===== src/rtl/audio_pkg.sv =====
// Shared audio constants, frame type and the dither LFSR step used by the PDM DAC.
// The LFSR is only instantiated when AUDIO_PDM_DITHER_EN is defined.
package audio_pkg;

    localparam int AUDIO_SAMPLE_WIDTH      = 16;
    localparam int AUDIO_CLOCKS_PER_SAMPLE = 256;

    localparam logic [15:0] AUDIO_LFSR_TAPS = 16'hB400;
    localparam logic [15:0] AUDIO_LFSR_SEED = 16'hACE1;

    typedef struct packed {
        logic signed [AUDIO_SAMPLE_WIDTH-1:0] left;
        logic signed [AUDIO_SAMPLE_WIDTH-1:0] right;
    } audio_frame_t;

    function automatic logic [15:0] lfsrNext(input logic [15:0] state);
        return state[0] ? ((state >> 1) ^ AUDIO_LFSR_TAPS) : (state >> 1);
    endfunction

endpackage


===== src/rtl/pdm_modulator_ch.sv =====
// One channel of the first-order delta-sigma modulator: offset-binary accumulator,
// registered carry and registered output bit (two cycles from sample to pin).
module pdm_modulator_ch
    import audio_pkg::*;
#(
    parameter int SAMPLE_WIDTH = AUDIO_SAMPLE_WIDTH
) (
    input  logic                    clock,
    input  logic                    resetN,
    input  logic [SAMPLE_WIDTH-1:0] sample,
    input  logic [1:0]              dither,
    output logic                    dac
);

    logic [SAMPLE_WIDTH-1:0] acc;
    logic [SAMPLE_WIDTH-1:0] offsetSample;
    logic [SAMPLE_WIDTH:0]   sum;
    logic                    carry;

    always_comb begin
        offsetSample = {~sample[SAMPLE_WIDTH-1], sample[SAMPLE_WIDTH-2:0]};
        sum = {1'b0, acc} + {1'b0, offsetSample} + {{(SAMPLE_WIDTH-1){1'b0}}, dither};
    end

    always_ff @(posedge clock or negedge resetN) begin
        if (!resetN) begin
            acc   <= '0;
            carry <= 1'b0;
            dac   <= 1'b0;
        end else begin
            acc   <= sum[SAMPLE_WIDTH-1:0];
            carry <= sum[SAMPLE_WIDTH];
            dac   <= carry;
        end
    end

endmodule


===== src/rtl/audio_pdm_dac.sv =====
// Stereo PDM audio DAC: 2-frame input buffer, sample-period tick, per-channel modulators.
// Define AUDIO_PDM_DITHER_EN to add LFSR dither into both accumulators.
module audio_pdm_dac
    import audio_pkg::*;
#(
    parameter int SAMPLE_WIDTH      = AUDIO_SAMPLE_WIDTH,
    parameter int CLOCKS_PER_SAMPLE = AUDIO_CLOCKS_PER_SAMPLE,
    parameter int FIFO_DEPTH        = 2
) (
    input  logic                           clock,
    input  logic                           resetN,
    input  logic signed [SAMPLE_WIDTH-1:0] sampleLeft,
    input  logic signed [SAMPLE_WIDTH-1:0] sampleRight,
    input  logic                           sampleValid,
    output logic                           sampleReady,
    output logic                           sampleTick,
    output logic                           underrun,
    output logic                           dacLeft,
    output logic                           dacRight
);

    localparam int PTR_W = $clog2(FIFO_DEPTH);
    localparam int CNT_W = $clog2(CLOCKS_PER_SAMPLE);
    localparam logic [PTR_W:0]   FULL_COUNT = (PTR_W+1)'(FIFO_DEPTH);
    localparam logic [CNT_W-1:0] LAST_TICK  = CNT_W'(CLOCKS_PER_SAMPLE - 1);

    if (CLOCKS_PER_SAMPLE < 4 || FIFO_DEPTH != 2) begin : gBadParams
        $error("audio_pdm_dac: unsupported CLOCKS_PER_SAMPLE or FIFO_DEPTH");
    end

    logic [SAMPLE_WIDTH-1:0] fifoLeft  [FIFO_DEPTH];
    logic [SAMPLE_WIDTH-1:0] fifoRight [FIFO_DEPTH];
    logic [PTR_W-1:0]        wrPtr, rdPtr;
    logic [PTR_W:0]          count;
    logic [CNT_W-1:0]        tickCount;
    logic [SAMPLE_WIDTH-1:0] curLeft, curRight;
    logic [1:0]              dither;
    logic                    full, empty, push, pop;

    // Ready deliberately ignores a same-cycle pop; a full buffer frees space next cycle.
    always_comb begin
        full        = (count == FULL_COUNT);
        empty       = (count == '0);
        sampleReady = !full;
        push        = sampleValid && !full;
        pop         = sampleTick && !empty;
        underrun    = sampleTick && empty;
    end

    always_ff @(posedge clock or negedge resetN) begin
        if (!resetN) begin
            tickCount  <= '0;
            sampleTick <= 1'b0;
        end else begin
            tickCount  <= (tickCount == LAST_TICK) ? '0 : tickCount + CNT_W'(1);
            sampleTick <= (tickCount == LAST_TICK);
        end
    end

    always_ff @(posedge clock or negedge resetN) begin
        if (!resetN) begin
            for (int i = 0; i < FIFO_DEPTH; i++) begin
                fifoLeft[i]  <= '0;
                fifoRight[i] <= '0;
            end
            wrPtr    <= '0;
            rdPtr    <= '0;
            count    <= '0;
            curLeft  <= '0;
            curRight <= '0;
        end else begin
            if (push) begin
                fifoLeft[wrPtr]  <= sampleLeft;
                fifoRight[wrPtr] <= sampleRight;
                wrPtr            <= wrPtr + PTR_W'(1);
            end
            if (pop) begin
                curLeft  <= fifoLeft[rdPtr];
                curRight <= fifoRight[rdPtr];
                rdPtr    <= rdPtr + PTR_W'(1);
            end
            if (push && !pop) begin
                count <= count + (PTR_W+1)'(1);
            end else if (pop && !push) begin
                count <= count - (PTR_W+1)'(1);
            end
        end
    end

`ifdef AUDIO_PDM_DITHER_EN
    logic [15:0] lfsr;

    always_ff @(posedge clock or negedge resetN) begin
        if (!resetN) begin
            lfsr <= AUDIO_LFSR_SEED;
        end else begin
            lfsr <= lfsrNext(lfsr);
        end
    end

    assign dither = lfsr[1:0];
`else
    assign dither = 2'b00;
`endif

    pdm_modulator_ch #(.SAMPLE_WIDTH(SAMPLE_WIDTH)) uModLeft (
        .clock  (clock),
        .resetN (resetN),
        .sample (curLeft),
        .dither (dither),
        .dac    (dacLeft)
    );

    pdm_modulator_ch #(.SAMPLE_WIDTH(SAMPLE_WIDTH)) uModRight (
        .clock  (clock),
        .resetN (resetN),
        .sample (curRight),
        .dither (dither),
        .dac    (dacRight)
    );

endmodule


===== config.mk =====
export PLATFORM = sky130hd
export DESIGN_NAME = audio_pdm_dac
export DESIGN_NICKNAME = d
export VERILOG_FILES = /design/src/rtl/audio_pkg.sv /design/src/rtl/pdm_modulator_ch.sv /design/src/rtl/audio_pdm_dac.sv
export SDC_FILE = /design/constraint.sdc
export NUM_CORES = 1
export LEC_CHECK = 0
export ABC_AREA = 1
export CAP_MARGIN = 15
export CORE_MARGIN = 8
export CORE_UTILIZATION = 61
export CTS_CLUSTER_DIAMETER = 80
export CTS_CLUSTER_SIZE = 12
export DETAILED_ROUTE_END_ITERATION = 8
export PLACE_DENSITY = 0.81
export SYNTH_ARGS = -nofsm -noshare
export SYNTH_HDL_FRONTEND = slang
export SYNTH_HIERARCHICAL = 1
export SYNTH_SLANG_ARGS = --single-unit

===== constraint.sdc =====
create_clock -name clock -period 2.8 [get_ports clock]
set_input_delay 0.84 -clock clock [delete_from_list [all_inputs] [get_ports clock]]
set_output_delay 0.84 -clock clock [all_outputs]
set_load 0.01 [all_outputs]

== Word-level counts from Yosys, hierarchy flattened ==
Index checks and enable logic that the tools add are counted.
Word-level totals
  bits in registers: 145
  input bits: 35
  output and inout port bits: 5
  logic and storage cells: 58
Cells by class
  add/subtract/negate cells: 7
  order comparisons: 3
  eq/ne operators: 2
  mux-type cells: 13
  bitwise gates (word level): 4
  reductions and logical operators: 12
Operators with widths (count)
  $mux W16: 7
  $bwmux W32: 2
  $add A16 B16 Y17: 2
  $demux W16 S1: 1
  $add A8 B1 Y8 const B: 1
  $eq A8 B8 Y1 const B: 1
  $mux W8: 1
  $logic_and A1 B1 Y1: 6
  $ge A2 B2 Y1 const B: 2
  $logic_not A1 Y1: 4
  $mux W2: 2
  $not A1 Y2: 2
  $add A1 B1 Y1 const B: 2
  $add A2 B1 Y2 const B: 1
  $eq A2 B2 Y1 const B: 1
  $logic_not A2 Y1: 1
  $lt A2 B1 Y1 const B: 1
  $not A1 Y1: 2
  $reduce_bool A2 Y1: 1
  $sub A2 B1 Y2 const B: 1

== Logic depth before layout (Yosys ltp) ==
  word-level depth: 7
  gate-level depth with buffers: 13
  gate-level depth less buffers: 13

== Hierarchy ==
Netlist, hierarchy kept.
Modules (own cells, without submodules)
  audio_pdm_dac: times used 1, cells each 548, area an instance 4725.8 sq um, sequential area each 2727.6 sq um
  pdm_modulator_ch: times used 2, cells each 219, area an instance 1612.8 sq um, sequential area each 450.4 sq um

== Worst setup path after synthesis ==
OpenSTA, ideal clock, no wires.
  path kind: reg2reg
  start point: reg curLeft[1]
  end point: reg uModLeft.acc[13]
  setup time: 117 ps
  arrival: 1955 ps
  required time: 2683 ps
  path slack: 728 ps
  cell stages (with the launch flop): 11
  buffers on the path: 0
  period minus slack after synthesis: 2072 ps
  cell sequence: dfrtp_1 fa_1 ha_1 inv_1 fa_1 inv_1 nand3_1 nand3_1 nand3_1 nand4_1 nand2_1
On the way
  longest elaborated chain between the ends: 1
Ends and longest elaborated chain
  start, declared: line audio_pdm_dac.sv:36  | logic [SAMPLE_WIDTH-1:0] curLeft, curRight;
  start signal, assigned: line audio_pdm_dac.sv:78  | curLeft <= fifoLeft[rdPtr];
  $add A16 B16 Y17: line pdm_modulator_ch.sv:22  | sum = {1'b0, acc} + {1'b0, offsetSample} + {{(SAMPLE_WIDTH-1){1'b0}}, dither};
  net uModLeft.sum[13]: line pdm_modulator_ch.sv:17  | logic [SAMPLE_WIDTH:0] sum;
  end signal, assigned: line pdm_modulator_ch.sv:31  | acc <= sum[SAMPLE_WIDTH-1:0];
  end, declared: line pdm_modulator_ch.sv:15  | logic [SAMPLE_WIDTH-1:0] acc;
The timed path passes the listed nets, and every way through them passes these cells.
A chain may end at the register's enable or synchronous reset.

== Final worst setup path ==
  start point: reg count[0]
  end point: out underrun
On the way
  longest elaborated chain between the ends: 2
Ends and longest elaborated chain
  start, declared: line audio_pdm_dac.sv:34  | logic [PTR_W:0] count;
  start signal, assigned: line audio_pdm_dac.sv:83  | count <= count + (PTR_W+1)'(1);
  start signal, assigned: line audio_pdm_dac.sv:85  | count <= count - (PTR_W+1)'(1);
  $logic_not A2 Y1: line audio_pdm_dac.sv:43  | empty = (count == '0);
  $logic_and A1 B1 Y1: line audio_pdm_dac.sv:47  | underrun = sampleTick && empty;
  end, declared: line audio_pdm_dac.sv:17  | output logic underrun,
No other way between the ends.

==> flow_summary.ini <==
[global_routing]
antenna_found_initial = 0
overflow = 0
grt_max_degree = 60
grtUsageTotal_pct = 20.9
grt_pass1_vias = 6090
grt_pass1_wl_um = 28000

[timing]
fin_setup_tns_ns = 0
timing.final.crit_share_pct = 88.5
skew_ns = 0.00714
relSlewSlack_pct = 55.2
max_freq_mhz = 404
tightest_slew_ns = 0.672
final_max_slew_viol_count = 0
finalCriticalPeriod_ns = 2.48
setup_slack_ns = 0.323
setup_violations = 0
rsz0062_at_grt = no
finalHoldViolCount = 0

[clocking]
clock_latency_ns = 0.42
clock_path_buffers = 2
cts_setup_buffers = 0
clock-sinks = 145
cts_made_buffers = 17
holdBufCountCts = 0
cts_tree = done
h-tree-depth = 4
cts.clk_slew.worst_paths_ns = 0.06
ctsResizeCount = 0
cts_root_buf = clkbuf_16

[floorplanning]
core_area_mm2 = 0.0127
die_h_um = 130
initial_core_util_pct = 62.8
row_count = 41
io_pins = 40
dieArea_mm2 = 0.0169
fp.dieW_um = 130

[power]
p_clk_share_pct = 31.9
pwr-share-seq_pct = 40.1
powerDensity_mw_per_mm2 = 833
p_leak_nw = 5.15
internal_power_mw = 5.17
pwr-share-comb_pct = 28.0
power_mw = 7.63
p_sw_share_pct = 32.2
switching_power_mw = 2.46
ir_drop_mv = 0.636

[final_layout]
multi_input_area_mm2 = 0.00364
syn2layout_area_growth_pct = 15.1
fillers = 937
nets = 1134
ff_latch_area_mm2 = 0.00363
drive_above_1_share_pct = 9.87
antenna_cells = 0

[yosys]
yosysWarningCount = 6
synthDistinctLibCells = 29
syn_area_mm2 = 0.00795
synthCells = 986
ys_ff_latch = 145
syn_area_per_cell_um2 = 8.06
ys_seq_area_share_pct = 45.6

[routing]
final_antenna_net_count = 0
via_per_inst = 5.08
avgRoutedWirePerCell_um = 13.3
dr.pass1.iters = 5
drt_drc_violations_left = 0
drt_iter0_markers = 429
num_vias = 6179
drt-total-wl_um = 16200

[setup_path]
path_max_fanout = 5
arrival_ns = 1.64
critPathLaunchType = register
worstPathRequired_ns = 1.96
end_kind = output pin
max_stage_delay_ns = 0.57
cp_cell_sequence = nor3_1 > clkdlybuf4s50_1
crit_type = reg -> out
critPathSlowestCell = clkdlybuf4s50_1

[place]
dp_hpwl_um = 11000
numPortBuffers = 39
pre_cts_slack_ns = 0.501
place_congestion = 0.844

[min_path]
hold_path.class = reg -> reg

[run_status]
outcome = completed

[run]
maxCapViolations = 0
==> cells in the final DEF, fill, tap and decap left out, types with 6 or more instances in the layout <==
cell               n
nand2_1          410
dfrtp_1          145
inv_1            133
ha_1              60
o21ai_1           41
clkdlybuf4s50_1   38
nor2_1            27
nand3_1           25
o21ai_2           24
a21oi_1           20
nand2_2           20
clkbuf_16         17
xor2_1            10
buf_4             10
xnor2_1            9
inv_2              8
nor3_2             6
fa_1               6
==> power by group through the flow <==
stage	registers [mW]	logic [mW]	clock network (mW)
CTS	3.06	2.14	2.46
global route	3.14	2.43	2.55
floorplan	3.00	1.67	0
global placement	3.07	1.98	0
finish	3.06	2.13	2.43
detailed placement	3.08	2.08	0
==> kinds of logic after synthesis <==
| family | after synthesis | share of synthesized area [%] |
|---|---|---|
| AOI/OAI and AO/OA | 86 | 6.55 |
| xor gates and xnor gates | 19 | 2.09 |
| adders and majority gates | 66 | 11.0 |
| buffers and inverters | 167 | 8.70 |
| DFF | 145 | 45.6 |
| other | 1 | 0.0472 |
| and+or+nand+nor | 502 | 26.0 |
==> worst max-delay path, delay by kind of cell (launching register included) <==
kind / cells / cell delay (ns)
AND/OR/NAND/NOR: 1 / 0.21
buffers and inverters: 1 / 0.57
flip-flops: 1 / 0.44
==> final cells by class <==
cell class	instances	share of cell area, %
clock buffer	21	4.92
inverter	141	5.78
timing repair buffer	51	5.54
tap	172	2.35
sequential	145	39.6
multi-input combinational	677	39.8
clock inverter	9	2.00
==> per-stage QoR <==
step                      hold slack (ns)  std cells  cell area [µm²]  utilization (%)
after floorplan                     0.331        989             7960                -
after global placement              0.335       1186             8520             67.3
after detailed placement            0.342       1186             8520             67.3
after CTS                           0.355       1216             9160             72.3
after global routing                0.367       1216             9160             72.3
final                               0.351       1216             9160             72.3
==> sequential cells by signal, indices dropped and copies added, names as in the netlist, 2 cells and up <==
signal         count
uModLeft/acc      16
curRight          16
uModRight/acc     16
tickCount          8
fifoLeft          32
count              2
curLeft           16
fifoRight         32
==> final timing paths <==
path | to | start | slack [ns] | depth (start not counted)
max in group asynchronous | curRight[14]$_DFFE_PN0P_ | resetN | 1.68 | 2
hold / removal | uModLeft/dac$_DFF_PN0_ | uModLeft/carry$_DFF_PN0_ | 0.35 | 0
setup / recovery | underrun | count[0]$_DFFE_PN0P_ | 0.32 | 2
setup reg to reg | uModRight/acc[13]$_DFF_PN0_ | curRight[1]$_DFFE_PN0P_ | 0.50 | 10
min in group asynchronous | tickCount[7]$_DFF_PN0_ | resetN | 0.38 | 1
hold reg to reg | uModLeft/dac$_DFF_PN0_ | uModLeft/carry$_DFF_PN0_ | 0.35 | 0
==> per-layer routing <==
metal,GRT usage (%),routed length [µm],vias to the layer above,share of wire (%)
met3,3.79,570,21,3.5
li1,-,-,3118,-
met2,33.2,7520,121,46
met4,7.86,263,0,1.6
met5,0,0,-,0
met1,28.2,7880,2919,49
==> synth_stat cells <==
master	instances	share of area, %
inv_1	133	6.3
dfrtp_1	145	46
a21oi_1	20	1.3
o21ai_0	1	0.063
nor3_2	6	0.76
fa_1	6	1.5
nand3_1	25	1.6
or2_1	2	0.16
buf_6	6	0.85
nor2_2	2	0.16
o21ai_1	41	2.6
conb_1	1	0.047
nand2_4	1	0.14
xnor2_1	9	0.99
nand2_2	20	1.6
nand3b_4	1	0.25
nand3b_1	2	0.19
o21ai_2	24	2.6
clkbuf_2	1	0.063
clkbuf_1	4	0.19
xor2_1	10	1.1
nand3_4	1	0.22
ha_1	60	9.4
nand2_1	410	19
buf_2	15	0.94
nor2_1	27	1.3
inv_2	8	0.38
nand4_1	4	0.31
nor3_1	1	0.063
Note: power is estimated with default switching activity, not from simulation.
